===== src/rtl/exe_issue_seq_pkg.sv =====
// Shared constants for the ID->EX issue sequencer: the NOP word, cycle-count
// encodings and the opcode field patterns used to classify multi-cycle ops.
package exe_issue_seq_pkg;

    // MOV r0,r0: what execute sees whenever nothing real is issued.
    localparam logic [31:0] NOP_WORD = 32'hE1A00000;

    // Number of execute cycles an instruction occupies, stored as ncyc.
    localparam logic [1:0] CYC1 = 2'd1;
    localparam logic [1:0] CYC2 = 2'd2;
    localparam logic [1:0] CYC3 = 2'd3;

    // Long multiply: [27:23] = 00001 and [7:4] = 1001; [21] selects accumulate.
    localparam logic [4:0] MULL_HI_PAT = 5'b00001;
    localparam logic [3:0] MUL_LO_PAT  = 4'b1001;
    localparam int         MULL_ACC_BIT = 21;

    // Single data transfer: [27:26] = 01. Writeback happens when W ([21]) is
    // set or when the access is post-indexed (P, [24], clear).
    localparam logic [1:0] SDT_PAT    = 2'b01;
    localparam int         SDT_W_BIT  = 21;
    localparam int         SDT_P_BIT  = 24;

    // Instruction groups that differ in execute-cycle count.
    typedef enum logic [1:0] {
        CLS_SINGLE = 2'd0,
        CLS_MULL   = 2'd1,
        CLS_MLAL   = 2'd2,
        CLS_SDT_WB = 2'd3
    } op_class_e;

    // Map an instruction group onto its execute-cycle count.
    function automatic logic [1:0] class_cycles(input op_class_e cls);
        logic [1:0] cyc;
        case (cls)
            CLS_MULL:   cyc = CYC2;
            CLS_MLAL:   cyc = CYC3;
            CLS_SDT_WB: cyc = CYC2;
            default:    cyc = CYC1;
        endcase
        return cyc;
    endfunction

endpackage


===== src/rtl/exe_cycle_class.sv =====
// Pure combinational classifier: instruction word -> execute-cycle count.
// Kept separate so hazard logic can reuse the same decode.
module exe_cycle_class
    import exe_issue_seq_pkg::*;
#(
    parameter int OPW = 32
) (
    input  logic [OPW-1:0] opcode,
    output logic [1:0]     ncyc
);

    logic      is_mull;
    logic      is_sdt_wb;
    op_class_e cls;

    assign is_mull   = (opcode[27:23] == MULL_HI_PAT) && (opcode[7:4] == MUL_LO_PAT);
    assign is_sdt_wb = (opcode[27:26] == SDT_PAT) &&
                       (opcode[SDT_W_BIT] || !opcode[SDT_P_BIT]);

    // Pick the instruction group; multiply-long is checked first so its
    // pattern can never be mistaken for a transfer.
    always_comb begin
        // NOTE: default assignment first so every path drives cls and no latch is inferred.
        cls = CLS_SINGLE;
        if (is_mull) begin
            cls = opcode[MULL_ACC_BIT] ? CLS_MLAL : CLS_MULL;
        end else if (is_sdt_wb) begin
            cls = CLS_SDT_WB;
        end
    end

    assign ncyc = class_cycles(cls);

endmodule


===== src/rtl/exe_issue_seq.sv =====
// ID->EX pipeline register plus multi-cycle phase sequencer feeding the
// execute control ROM. Produces the GCnt/GCnt2 phase strobes and holds decode
// off while a multi-cycle instruction is still running.
module exe_issue_seq
    import exe_issue_seq_pkg::*;
#(
    parameter int             OPW      = 32,
    parameter logic [OPW-1:0] NOP_WORD = exe_issue_seq_pkg::NOP_WORD
) (
    input  logic           CLK,
    input  logic           RST,
    input  logic [OPW-1:0] ID_OPCODE,
    input  logic           ID_VALID,
    input  logic           FLUSH,
    input  logic           MEM_STALL,
    output logic [OPW-1:0] EX_OPCODE,
    output logic           EX_VALID,
    output logic           GCnt,
    output logic           GCnt2,
    output logic           EX_LAST,
    output logic           ID_STALL
);

    // Phase counter states; the counter only walks up to ncyc-1.
    localparam logic [1:0] P0 = 2'd0;
    localparam logic [1:0] P1 = 2'd1;
    localparam logic [1:0] P2 = 2'd2;

    logic [OPW-1:0] ex_opcode_q;
    logic           ex_valid_q;
    logic [1:0]     phase_q;
    logic [1:0]     ncyc_q;
    logic [1:0]     id_ncyc;
    logic [1:0]     load_ncyc;
    logic [1:0]     phase_next;
    logic           ex_last;
    logic           advance;

    exe_cycle_class #(
        .OPW (OPW)
    ) u_cycle_class (
        .opcode (ID_OPCODE),
        .ncyc   (id_ncyc)
    );

    // A bubble always takes exactly one cycle, whatever its opcode bits say.
    assign load_ncyc = ID_VALID ? id_ncyc : CYC1;

    // Final phase of the current instruction; a bubble (ncyc=1) is always last.
    assign ex_last = (phase_q == (ncyc_q - 2'd1));

    // Still inside a multi-cycle instruction: step the phase instead of loading.
    assign advance = ex_valid_q && !ex_last;

    // Successor phase while advancing; saturates at P2 so it can never run
    // past the longest instruction even if ncyc were corrupted.
    always_comb begin
        phase_next = P0;
        case (phase_q)
            P0:      phase_next = P1;
            P1:      phase_next = P2;
            default: phase_next = P2;
        endcase
    end

    // Pipeline register and phase counter: flush > mem stall > advance > load.
    always_ff @(posedge CLK or posedge RST) begin
        if (RST) begin
            ex_opcode_q <= NOP_WORD;
            ex_valid_q  <= 1'b0;
            phase_q     <= P0;
            ncyc_q      <= CYC1;
        end else if (FLUSH) begin
            // NOTE: non-blocking assignments so every register samples pre-edge values.
            ex_opcode_q <= NOP_WORD;
            ex_valid_q  <= 1'b0;
            phase_q     <= P0;
            ncyc_q      <= CYC1;
        end else if (MEM_STALL) begin
            ex_opcode_q <= ex_opcode_q;
            ex_valid_q  <= ex_valid_q;
            phase_q     <= phase_q;
            ncyc_q      <= ncyc_q;
        end else if (advance) begin
            phase_q     <= phase_next;
        end else begin
            ex_opcode_q <= ID_VALID ? ID_OPCODE : NOP_WORD;
            ex_valid_q  <= ID_VALID;
            phase_q     <= P0;
            ncyc_q      <= load_ncyc;
        end
    end

    // Strobes decoded from registers only, so execute sees them glitch-free
    // at the start of the cycle with no path from this cycle's inputs.
    assign EX_OPCODE = ex_opcode_q;
    assign EX_VALID  = ex_valid_q;
    assign GCnt      = (phase_q != P0);
    assign GCnt2     = (phase_q == P2);
    assign EX_LAST   = ex_last;
    assign ID_STALL  = advance;

endmodule


===== config.mk =====
export PLATFORM = sky130hd
export DESIGN_NAME = exe_issue_seq
export DESIGN_NICKNAME = d
export VERILOG_FILES = /design/src/rtl/exe_issue_seq_pkg.sv /design/src/rtl/exe_cycle_class.sv /design/src/rtl/exe_issue_seq.sv
export SDC_FILE = /design/constraint.sdc
export NUM_CORES = 1
export LEC_CHECK = 0
export BUFFER_PORTS_ARGS = -buffer_cell sky130_fd_sc_hd__buf_4
export CAP_MARGIN = 20
export CORE_ASPECT_RATIO = 2
export CORE_MARGIN = 1.5
export CORE_UTILIZATION = 49
export DETAILED_ROUTE_END_ITERATION = 10
export PLACE_DENSITY = 0.82
export SETUP_SLACK_MARGIN = 0.15
export SLEW_MARGIN = 20
export SYNTH_ARGS = -nofsm -noshare
export SYNTH_HDL_FRONTEND = slang
export SYNTH_SLANG_ARGS = --single-unit

===== constraint.sdc =====
create_clock -name CLK -period 4.2 [get_ports CLK]
set_input_delay 0.42 -clock CLK [delete_from_list [all_inputs] [get_ports CLK]]
set_output_delay 0.42 -clock CLK [all_outputs]
set_load 0.005 [all_outputs]

* Word-level counts from Yosys, hierarchy flattened
Index checks and enable logic that the tools add are counted. W data, S select, Z words.
Word-level totals: output and inout bits 37, input bits 37, logic and storage cells 44, register bits 37
Cells by class: add/sub/neg operators 1, muxes and demuxes 19, reductions and logical operators 10, eq/ne operators 10
Operators by type and width (number):
- $mux W32 | 4
- $mux W2 | 11
- $eq A2 B2 Y1 const B | 3
- $eq A5 B1 Y1 const B | 1
- $eq A2 B1 Y1 const B | 2
- $eq A4 B4 Y1 const B | 1
- $ne A2 B2 Y1 const B | 2
- $pmux W2 S2 | 1
- $logic_and A1 B1 Y1 | 3
- $mux W1 | 3
- $eq A2 B2 Y1 | 1
- $logic_not A1 Y1 | 2
- $logic_not A2 Y1 | 1
- $reduce_and A2 Y1 | 1
- $reduce_bool A2 Y1 | 1
- $reduce_or A2 Y1 | 1
- $sub A2 B1 Y2 const B | 1
- $logic_or A1 B1 Y1 | 1

* Logic depth before layout (Yosys ltp)
Gate-level depths: netlist (run 1).
depth after elaboration 12, depth in mapped cells 5, depth with buffers taken out 4

* Hierarchy
A second synthesis (run 1) with hierarchy kept.
Second synthesis, totals: cell total of the unflattened synthesis 167, area total of the unflattened synthesis 1785.5 sq um
By module, submodules not included:
- exe_issue_seq | cells each 160, instances 1, seq. area each 934.6 sq um, area an instance 1729.2 sq um
- exe_cycle_class | cells each 7, instances 1, seq. area each 0.0 sq um, area an instance 56.3 sq um

* Least setup slack after synthesis (run 1)
OpenSTA, ideal clock, no wires.
path kind register to output, start reg ncyc_q[1], end out ID_STALL, buffers on the path 0, data required time 3.780 ns, arrival time 1.158 ns, stages on the path, launching flop included 4, slack 2.622 ns, path through dfrtp_1 -> xor2_2 -> mux2_4 -> and2_2
On the way: longest elaborated chain between the ends 4
Ends and longest elaborated chain:
- start, declared | RTL line exe_issue_seq.sv:32 | logic [1:0] ncyc_q;
- start signal, assigned | RTL line exe_issue_seq.sv:83 | ncyc_q <= ncyc_q;
- start signal, assigned | RTL line exe_issue_seq.sv:90 | ncyc_q <= load_ncyc;
- $sub A2 B1 Y2 | RTL line exe_issue_seq.sv:50 | assign ex_last = (phase_q == (ncyc_q - 2'd1));
- $eq A2 B2 Y1 | RTL line exe_issue_seq.sv:50
- $logic_not A1 Y1 | RTL line exe_issue_seq.sv:53 | assign advance = ex_valid_q && !ex_last;
- $logic_and A1 B1 Y1 | RTL line exe_issue_seq.sv:53
- end, declared | RTL line exe_issue_seq.sv:21 | output logic ID_STALL
No other way between the ends.

* Final worst setup path (run 1)
start reg phase_q[1], end reg ex_opcode_q[10], in the netlist EX_OPCODE[10]
On the way: longest elaborated chain between the ends 5
Ends and longest elaborated chain:
- start, declared | RTL line exe_issue_seq.sv:31 | logic [1:0] phase_q;
- start signal, assigned | RTL line exe_issue_seq.sv:82 | phase_q <= phase_q;
- start signal, assigned | RTL line exe_issue_seq.sv:85 | phase_q <= phase_next;
- $eq A2 B2 Y1 | RTL line exe_issue_seq.sv:50
- $logic_not A1 Y1 | RTL line exe_issue_seq.sv:53
- $logic_and A1 B1 Y1 | RTL line exe_issue_seq.sv:53
- $ne A2 B2 Y1 (no line)
- $reduce_and A2 Y1 (no line)
- end signal, assigned | RTL line exe_issue_seq.sv:80 | ex_opcode_q <= ex_opcode_q;
- end signal, assigned | RTL line exe_issue_seq.sv:87 | ex_opcode_q <= ID_VALID ? ID_OPCODE : NOP_WORD;
- end, declared | RTL line exe_issue_seq.sv:29 | logic [OPW-1:0] ex_opcode_q;
No other way between the ends. A chain may end at the register's enable or synchronous reset.

==> results of run 1 <==
[state kept, by name, indices dropped and copies added, names as in the netlist]
name,count
EX_OPCODE,32
EX_VALID,1
ncyc_q,2
phase_q,2
[critical path: cells and delay by family (launching register included)]
kind | cells | cell delay, ns
XOR/XNOR | 1 | 0.24
multiplexers | 1 | 0.36
flip-flops | 1 | 0.43
AO/OA/AOI/OAI | 2 | 0.99
[power breakdown]
group | switching (W) | internal (W) | total [W]
Sequential | 0.00000929 | 0.000371 | 0.000380
Clock | 0.000123 | 0.000193 | 0.000316
Combinational | 0.0000376 | 0.0000527 | 0.0000904
Total | 0.000170 | 0.000617 | 0.000786
[metal layers]
metal / vias to the layer above / wire length (um)
li1: 577 / -
met5: - / 0
met2: 50 / 1940
met4: 0 / 63
met3: 4 / 237
met1: 616 / 1360
[area by class of cell]
class | instances | area (um2) | area share (%)
Clock buffer | 6 | 82.6 | 3.72
Clock inverter | 2 | 37.5 | 1.69
Sequential cell | 37 | 935 | 42.1
Timing Repair Buffer | 75 | 563 | 25.3
Inverter | 17 | 63.8 | 2.87
Tap cell | 30 | 37.5 | 1.69
Multi-Input combinational cell | 60 | 503 | 22.6
[cells in the mapped netlist (2+ instances only)]
cell type  number  area, um2
nor2_1          3       11.3
dfrtp_1        30        751
nand2b_1        2       12.5
a22o_1          8       70.1
nand2_1         3       11.3
buf_6           3       33.8
a22o_2         19        190
nor2b_1         3       18.8
inv_1          17       63.8
a22oi_1         7       52.6
dfstp_2         7        184
buf_2           3       15.0
[kinds of logic (layout without fill, tap and decap cells)]
logic type / count (synthesis) / after routing / share of synthesized area (%)
flip-flops: 37 / 37 / 60.3
multiplexers: 1 / 1 / 0.968
buffers and inverters: 23 / 100 / 7.26
AO/OA/AOI/OAI: 41 / 41 / 24.4
AND/OR/NAND/NOR: 17 / 17 / 6.05
XOR/XNOR: 1 / 1 / 1.05
[through the flow]
stage	instances	hold slack [ns]	setup WS (ns)
after floorplan	120	0.459	2.62
after CTS	227	0.237	2.10
after detailed placement	219	0.461	2.12
final	227	0.222	2.10
after global routing	227	0.268	1.97
after global placement	219	0.460	2.21
[how the worst min path moves through the flow]
stage	slack, ns	from	endpoint
2_1_floorplan	0.46	EX_OPCODE[21]	EX_OPCODE[21]
3_3_place_gp	0.46	EX_OPCODE[30]	EX_OPCODE[30]
3_5_place_dp	0.46	EX_OPCODE[21]	EX_OPCODE[21]
4_1_cts	0.24	RST	EX_OPCODE[14]
5_1_grt	0.27	RST	EX_OPCODE[14]
6_report	0.22	RST	EX_OPCODE[14]
==> impl_metrics.tcl, run 1 <==
set metrics [dict create \
    num_rows 28 \
    outcome "finished clean" \
    gp_congestion 0.736 \
    worst-slew-pin-transition_ns 0.884 \
    syn_area_per_cell_um2 12.9 \
    ios 74 \
    clock_sinks 37 \
    required_ns 4.42 \
    grt_first_pass_wirelength_um 5790 \
    synth_cells 120 \
    grtUsageMet2_pct 37.1 \
    drive_gt1_share_pct 58.4 \
    final_common_cell "buf_4" \
    worstPathMaxFanout 35 \
    rr_worst_depth 4 \
    synth_nets 157 \
    r2r-start "phase_q[1]" \
    port_buffers 73 \
    root_buffer "clkbuf_8" \
    ys_ff_latch 37 \
    core_region_area_um2 2980 \
    rrSetupSlack_ns 2.10 \
    die_x_um 42.8 \
    synthArstFlopShare_pct 100 \
    grt_max_degree 38 \
    hpwl_um 2560 \
    ir_worst_vdd_mv 0.441 \
    setup_violations 0 \
    dr.pass1.iters 4 \
    synth-edff-count 0 \
    antenna_found_initial 0 \
    dieArea_um2 3530 \
    cp_slowest_cell "a21oi_4" \
    routedWlPerCell_um 15.9 \
    die_h_um 82.5 \
    diodes 0 \
    cts_tree "built" \
    grt-ovfl-total 0 \
    grt_pass1_vias 1226 \
    rsz0062_at_grt "no" \
    tns_ns 0 \
    path_clk_slew_ns 0.08 \
    flow.area_growth_from_synthesis_pct 43.3 \
    clk_latency_ns 0.29 \
    place_area_um2 2100 \
    leakagePower_nw 1.21 \
    worst_setup_path_end_kind "flop" \
    nets 233 \
    synth.distinct_cells 27 \
    r2r_end "EX_OPCODE[10]" \
    slowest_delay_ns 0.71 \
    design_area_um2 2220 \
    antenna_left 0 \
    track_usage_pct 22.5 \
    cap_violations 0 \
    hold_path_class "in -> async" \
    routed_wl_um 3600 \
    maxSlewHeadroom_pct 40.9 \
    nFillCells 219 \
    maxSlewViolCount 0 \
    postCtsResizedCells 0 \
    utilization_pct 74.6 \
    cts_setup_buffers 0 \
    power_w 0.000786 \
    final_cell_mix "buf_4 (75), dfrtp_1 (30), a22o_2 (19), inv_1 (17), a22o_1 (8)" \
    numCtsBuffers 5 \
    yosysWarnings 0 \
    fin_crit_sh_pct 49.9 \
    fmax_mhz 477 \
    grt.met1_usage_pct 26.2 \
    viasPerCell 5.49 \
    initial_utilization_pct 52.1 \
    vias 1247 \
    path_cells "xor2_2, mux2_4, a21oi_4, a22o_2" \
    finClkSkew_ns 0.00728 \
    path_class "reg -> reg" \
    cts_hold_buf 0 \
    ys.flop_type "dfrtp_1" \
    detailedRoute.firstIterationViolations 26 \
    drc 0 \
    grt_use_met3_pct 6.09 \
    period_needed_ns 2.10 \
    htreeDepth 2 \
    crit_path_end "EX_OPCODE[10]" \
    power_density_nw_per_um2 354 \
    start_kind "flop" \
    seq_area_frac_synth_pct 60.3 \
    cp.arrival_ns 2.32 \
    hold_viol 0 \
    clock_path_buffers 2 \
    startpoint "phase_q[1]" \
    netlist_area_um2 1550 \
    grt_busiest_layer "met2" \
]
Power figures use the tool's default switching activity.
==> run 2: changes to the inputs <==
- CORE_UTILIZATION: 49 -> 45
- PLACE_DENSITY: 0.82 -> 0.76
- clock period: 4.2 -> 2 ns (I/O delays scaled with it)
==> impl_metrics.tcl, run 2 (synthesis results as in run 1) <==
set metrics [dict create \
    design_area_um2 2240 \
    clock_path_buffers 2 \
    leakagePower_nw 1.23 \
    tns_ns 0 \
    port_buffers 73 \
    grt-ovfl-total 0 \
    outcome "finished with violations" \
    hpwl_um 2640 \
    antenna_left 0 \
    clk_latency_ns 0.29 \
    vias 1252 \
    cp.arrival_ns 1.63 \
    rr_worst_depth 5 \
    detailedRoute.firstIterationViolations 34 \
    place_ws_ns 0.361 \
    grt_first_pass_wirelength_um 6040 \
    worst-slew-pin-transition_ns 0.453 \
    maxSlewViolCount 0 \
    r2r-start "phase_q[1]" \
    hold_viol 0 \
    viasPerCell 5.40 \
    clock_sinks 37 \
    gp_congestion 0.720 \
    ir_worst_vdd_mv 0.712 \
    antenna_found_initial 0 \
    r2r_end "EX_OPCODE[28]" \
    flow.area_growth_from_synthesis_pct 44.6 \
    drc 2 \
    routed_wl_um 3750 \
    nets 236 \
    worst_setup_path_end_kind "output port" \
    rsz0062_at_grt "no" \
    timing.hold.ws_ns 0.0125 \
    final_cell_mix "buf_4 (77), dfrtp_1 (30), a22o_2 (19), inv_1 (17), a22o_1 (8)" \
    die_h_um 86.0 \
    initial_utilization_pct 46.4 \
    grt_pass1_vias 1286 \
    postCtsResizedCells 0 \
    track_usage_pct 21.8 \
    path_clk_slew_ns 0.07 \
    cts_tree "built" \
    required_ns 1.80 \
    grt_max_degree 38 \
    final_common_cell "buf_4" \
    cts_hold_buf 0 \
    worstPathMaxFanout 4 \
    maxSlewHeadroom_pct 69.8 \
    utilization_pct 67.1 \
    path_class "reg -> out" \
    failed_checks "DRC" \
    cts_setup_buffers 0 \
    rrSetupSlack_ns 0.34 \
    period_needed_ns 1.83 \
    setup_violations 0 \
    setup_ws_ns 0.174 \
    dieArea_um2 3830 \
    num_rows 30 \
    cap_violations 0 \
    fin_crit_sh_pct 91.3 \
    root_buffer "clkbuf_8" \
    hold_path_class "in -> async" \
    fmax_mhz 548 \
    power_density_nw_per_um2 697 \
    numCtsBuffers 5 \
    core_region_area_um2 3340 \
    place_area_um2 2120 \
    die_x_um 44.5 \
    startpoint "phase_q[1]" \
    routedWlPerCell_um 16.2 \
    largest_reg_flops 32 \
    ios 74 \
    htreeDepth 2 \
    diodes 0 \
    start_kind "flop" \
    drive_gt1_share_pct 59.0 \
    finClkSkew_ns 0.00395 \
    dr.pass1.iters 10 \
]
-- run 2: stage by stage --
stage	instances	power, W
6_report	232	0.00156
3_3_place_gp	222	0.00100
4_1_cts	230	0.00158
2_1_floorplan	120	0.000887
3_5_place_dp	222	0.00101
5_1_grt	232	0.00162
-- run 2: worst max-delay path by stage --
stage | endpoint | slack (ns)
after floorplan | EX_OPCODE[19] | 0.44
after global placement | EX_OPCODE[14] | 0.43
after detailed placement | EX_OPCODE[11] | 0.36
after CTS | ID_STALL | 0.16
after global routing | ID_STALL | 0.12
final | ID_STALL | 0.17
-- run 2: cell type report --
class                           instances  area, um2
Clock inverter                          1       5.00
Inverter                               17       63.8
Timing Repair Buffer                   78        598
Multi-Input combinational cell         60        503
Fill cell                             264       1100
Clock buffer                            7       96.3
Tap cell                               32       40.0
Sequential cell                        37        935
-- run 2: critical path: stages, from the launching register on --
cell	delay [ns]
dfrtp_1	0.43
xor2_2	0.24
mux2_4	0.35
and2_2	0.19
buf_4	0.13
-- run 2: layer usage --
metal	up-vias	GRT usage [%]	wire length, um
met5	-	0	0
met4	0	10.2	82
met3	8	5.89	232
met2	53	34.3	2020
met1	609	26.9	1410
li1	582	-	-
-- run 2: power by group --
group | internal [W] | leakage, nW | switching [W] | total [W]
combinational | 0.000114 | 0.690 | 0.0000813 | 0.000195
clock | 0.000311 | 0.0542 | 0.000256 | 0.000567
sequential | 0.000779 | 0.483 | 0.0000190 | 0.000798
total | 0.00120 | 1.23 | 0.000356 | 0.00156
==> run 3: changes to the inputs <==
- CORE_UTILIZATION: 45 -> 47
- PLACE_DENSITY: 0.76 -> 0.86
- SYNTH_HIERARCHICAL: unset -> 1
==> impl_metrics.tcl, run 3 <==
set metrics [dict create \
    worst-path-buf-inv 2 \
    synth_cells 167 \
    clk_latency_ns 0.28 \
    cts_tree "built" \
    worst_setup_path_end_kind "output port" \
    ys.flop_type "dfrtp_1" \
    cap_violations 0 \
    hpwl_um 2930 \
    antenna_left 0 \
    leakagePower_nw 1.22 \
    clock_sinks 37 \
    synthArstFlopShare_pct 100 \
    cts_setup_buffers 0 \
    root_buffer "clkbuf_8" \
    die_x_um 46.6 \
    vias 1404 \
    start_kind "flop" \
    dieArea_um2 4200 \
    crit_family "flip-flops" \
    netlist_area_um2 1790 \
    cp_common_cell "buf_4" \
    dp_cells 290 \
    numCtsBuffers 5 \
    detailedRoute.firstIterationViolations 11 \
    viasPerCell 4.71 \
    maxSlewViolCount 0 \
    diodes 0 \
    cp.arrival_ns 1.54 \
    final_common_cell "buf_4" \
    setup_violations 0 \
    core_region_area_um2 3650 \
    slowest_delay_ns 0.41 \
    yosys-top-cells-area "dfrtp_1 (42%), mux2i_1 (16%), dfstp_2 (10%), inv_1 (6.1%), nand2_1 (5.9%)" \
    drc 0 \
    antenna_found_initial 0 \
    cts_hold_buf 0 \
    clock_path_buffers 2 \
    die_h_um 90.2 \
    maxSlewHeadroom_pct 66.5 \
    routedWlPerCell_um 12.7 \
    path_cells "xnor2_1, mux2i_1, buf_4, and2_1, buf_4" \
    netlist.area_leader.share_pct 42.0 \
    routed_wl_um 3800 \
    fmax_mhz 573 \
    ys_ff_latch 37 \
    largest_reg_flops 32 \
    power_density_nw_per_um2 687 \
    synth_common_cells "dfrtp_1 (30), inv_1 (29), mux2i_1 (28), nand2_1 (28), nand2b_1 (9)" \
    cp_slowest_cell "dfrtp_1" \
    period_needed_ns 1.74 \
    outcome "finished clean" \
    fin_cells 298 \
    initial_utilization_pct 49.0 \
    rsz0062_at_grt "no" \
    synth-edff-count 0 \
    num_rows 31 \
    yosysMostFrequentCell "dfrtp_1" \
    syn_area_per_cell_um2 10.7 \
    synth.distinct_cells 25 \
    nets 285 \
    worstPathMaxFanout 4 \
    hold_viol 0 \
    required_ns 1.80 \
    postCtsResizedCells 0 \
    htreeDepth 2 \
    fin_crit_sh_pct 87.2 \
    seq_area_frac_synth_pct 52.3 \
    final_cell_mix "buf_4 (80), dfrtp_1 (30), inv_1 (29), mux2i_1 (28), nand2_1 (28)" \
    finClkSkew_ns 0.00817 \
    gp_congestion 0.778 \
    path_clk_slew_ns 0.07 \
    worst-slew-pin-transition_ns 0.500 \
    grt_first_pass_wirelength_um 6150 \
    dr.pass1.iters 4 \
    path_class "reg -> out" \
    yosysWarnings 6 \
    grt_max_degree 38 \
    synth_nets 204 \
    ir_worst_vdd_mv 0.793 \
    hold_path_class "in -> async" \
    grt_pass1_vias 1472 \
    yosysTopAreaCell "dfrtp_1" \
    tns_ns 0 \
    drive_gt1_share_pct 42.6 \
    grt-ovfl-total 0 \
    ios 74 \
    flow.area_growth_from_synthesis_pct 41.2 \
    port_buffers 73 \
    track_usage_pct 20.0 \
]
-- run 3: changes by cell type after synthesis, sizes merged, moves of 2 or more --
cell / previous run / this run
nand2: 3 / 28
o21a: 0 / 3
a22oi: 7 / 0
inv: 17 / 29
nand2b: 2 / 9
mux2: 1 / 7
nor2b: 3 / 5
a22o: 27 / 0
mux2i: 0 / 28
-- run 3: layout make-up --
cell class	instances	area, um2
inverters	29	109
multi-input cells	94	679
clock buffers	7	86.3
flip-flops and latches	37	935
clock inverters	1	30.0
well taps	49	61.3
fillers	320	1120
repair buffers	81	621
-- run 3: final timing paths --
check / to / slack, ns / cells after the start / startpoint
hold / removal: EX_OPCODE[9] / 0.01 / 3 / RST
min in group CLK: EX_VALID / 0.09 / 2 / FLUSH
setup / recovery: ID_STALL / 0.26 / 5 / phase_q[1]
max in group asynchronous: EX_OPCODE[29] / 1.64 / 3 / RST
setup reg to reg: EX_OPCODE[24] / 0.30 / 5 / phase_q[1]
hold reg to reg: EX_OPCODE[19] / 0.52 / 2 / EX_OPCODE[19]
-- run 3: kinds of logic after synthesis --
logic type | Yosys count | synth area share, %
AO/OA/AOI/OAI | 6 | 2.31
XOR/XNOR | 1 | 0.491
buffers and inverters | 36 | 9.81
flip-flops | 37 | 52.3
multiplexers | 35 | 20.5
AND/OR/NAND/NOR | 52 | 14.5
-- run 3: per-layer routing --
| metal | part of all wire (%) | track usage, % | routed length (um) | vias to the layer above |
|---|---|---|---|---|
| li1 | - | - | - | 680 |
| met1 | 35 | 20.7 | 1330 | 668 |
| met2 | 57 | 34.5 | 2160 | 44 |
| met3 | 4.4 | 4.82 | 168 | 12 |
| met4 | 3.5 | 9.76 | 131 | 0 |
| met5 | 0 | 0 | 0 | - |
-- run 3: worst register-to-register path, cell delays in order (launching register included) --
cell,delay (ns)
dfrtp_1,0.41
xnor2_1,0.21
mux2i_1,0.26
o21a_2,0.21
buf_12,0.19
mux2_2,0.35
-- run 3: metrics by stage --
step | area [um2] | total power, W | utilization [%] | setup slack (ns) | hold WS [ns]
2_1_floorplan | 1790 | 0.000945 | - | 0.321 | 0.263
3_3_place_gp | 2400 | 0.00108 | 66.0 | 0.357 | 0.339
3_5_place_dp | 2400 | 0.00109 | 66.0 | 0.306 | 0.338
4_1_cts | 2520 | 0.00175 | 69.1 | 0.241 | 0.0318
5_1_grt | 2520 | 0.00181 | 69.1 | 0.157 | 0.0543
6_report | 2520 | 0.00173 | 69.1 | 0.255 | 0.0134
-- run 3: power breakdown --
| group | internal, W | leakage (nW) | switching (W) | total (W) |
|---|---|---|---|---|
| sequential | 0.000791 | 0.479 | 0.0000223 | 0.000813 |
| combinational | 0.000153 | 0.679 | 0.000110 | 0.000262 |
| clock | 0.000406 | 0.0585 | 0.000250 | 0.000656 |
| total | 0.00135 | 1.22 | 0.000382 | 0.00173 |
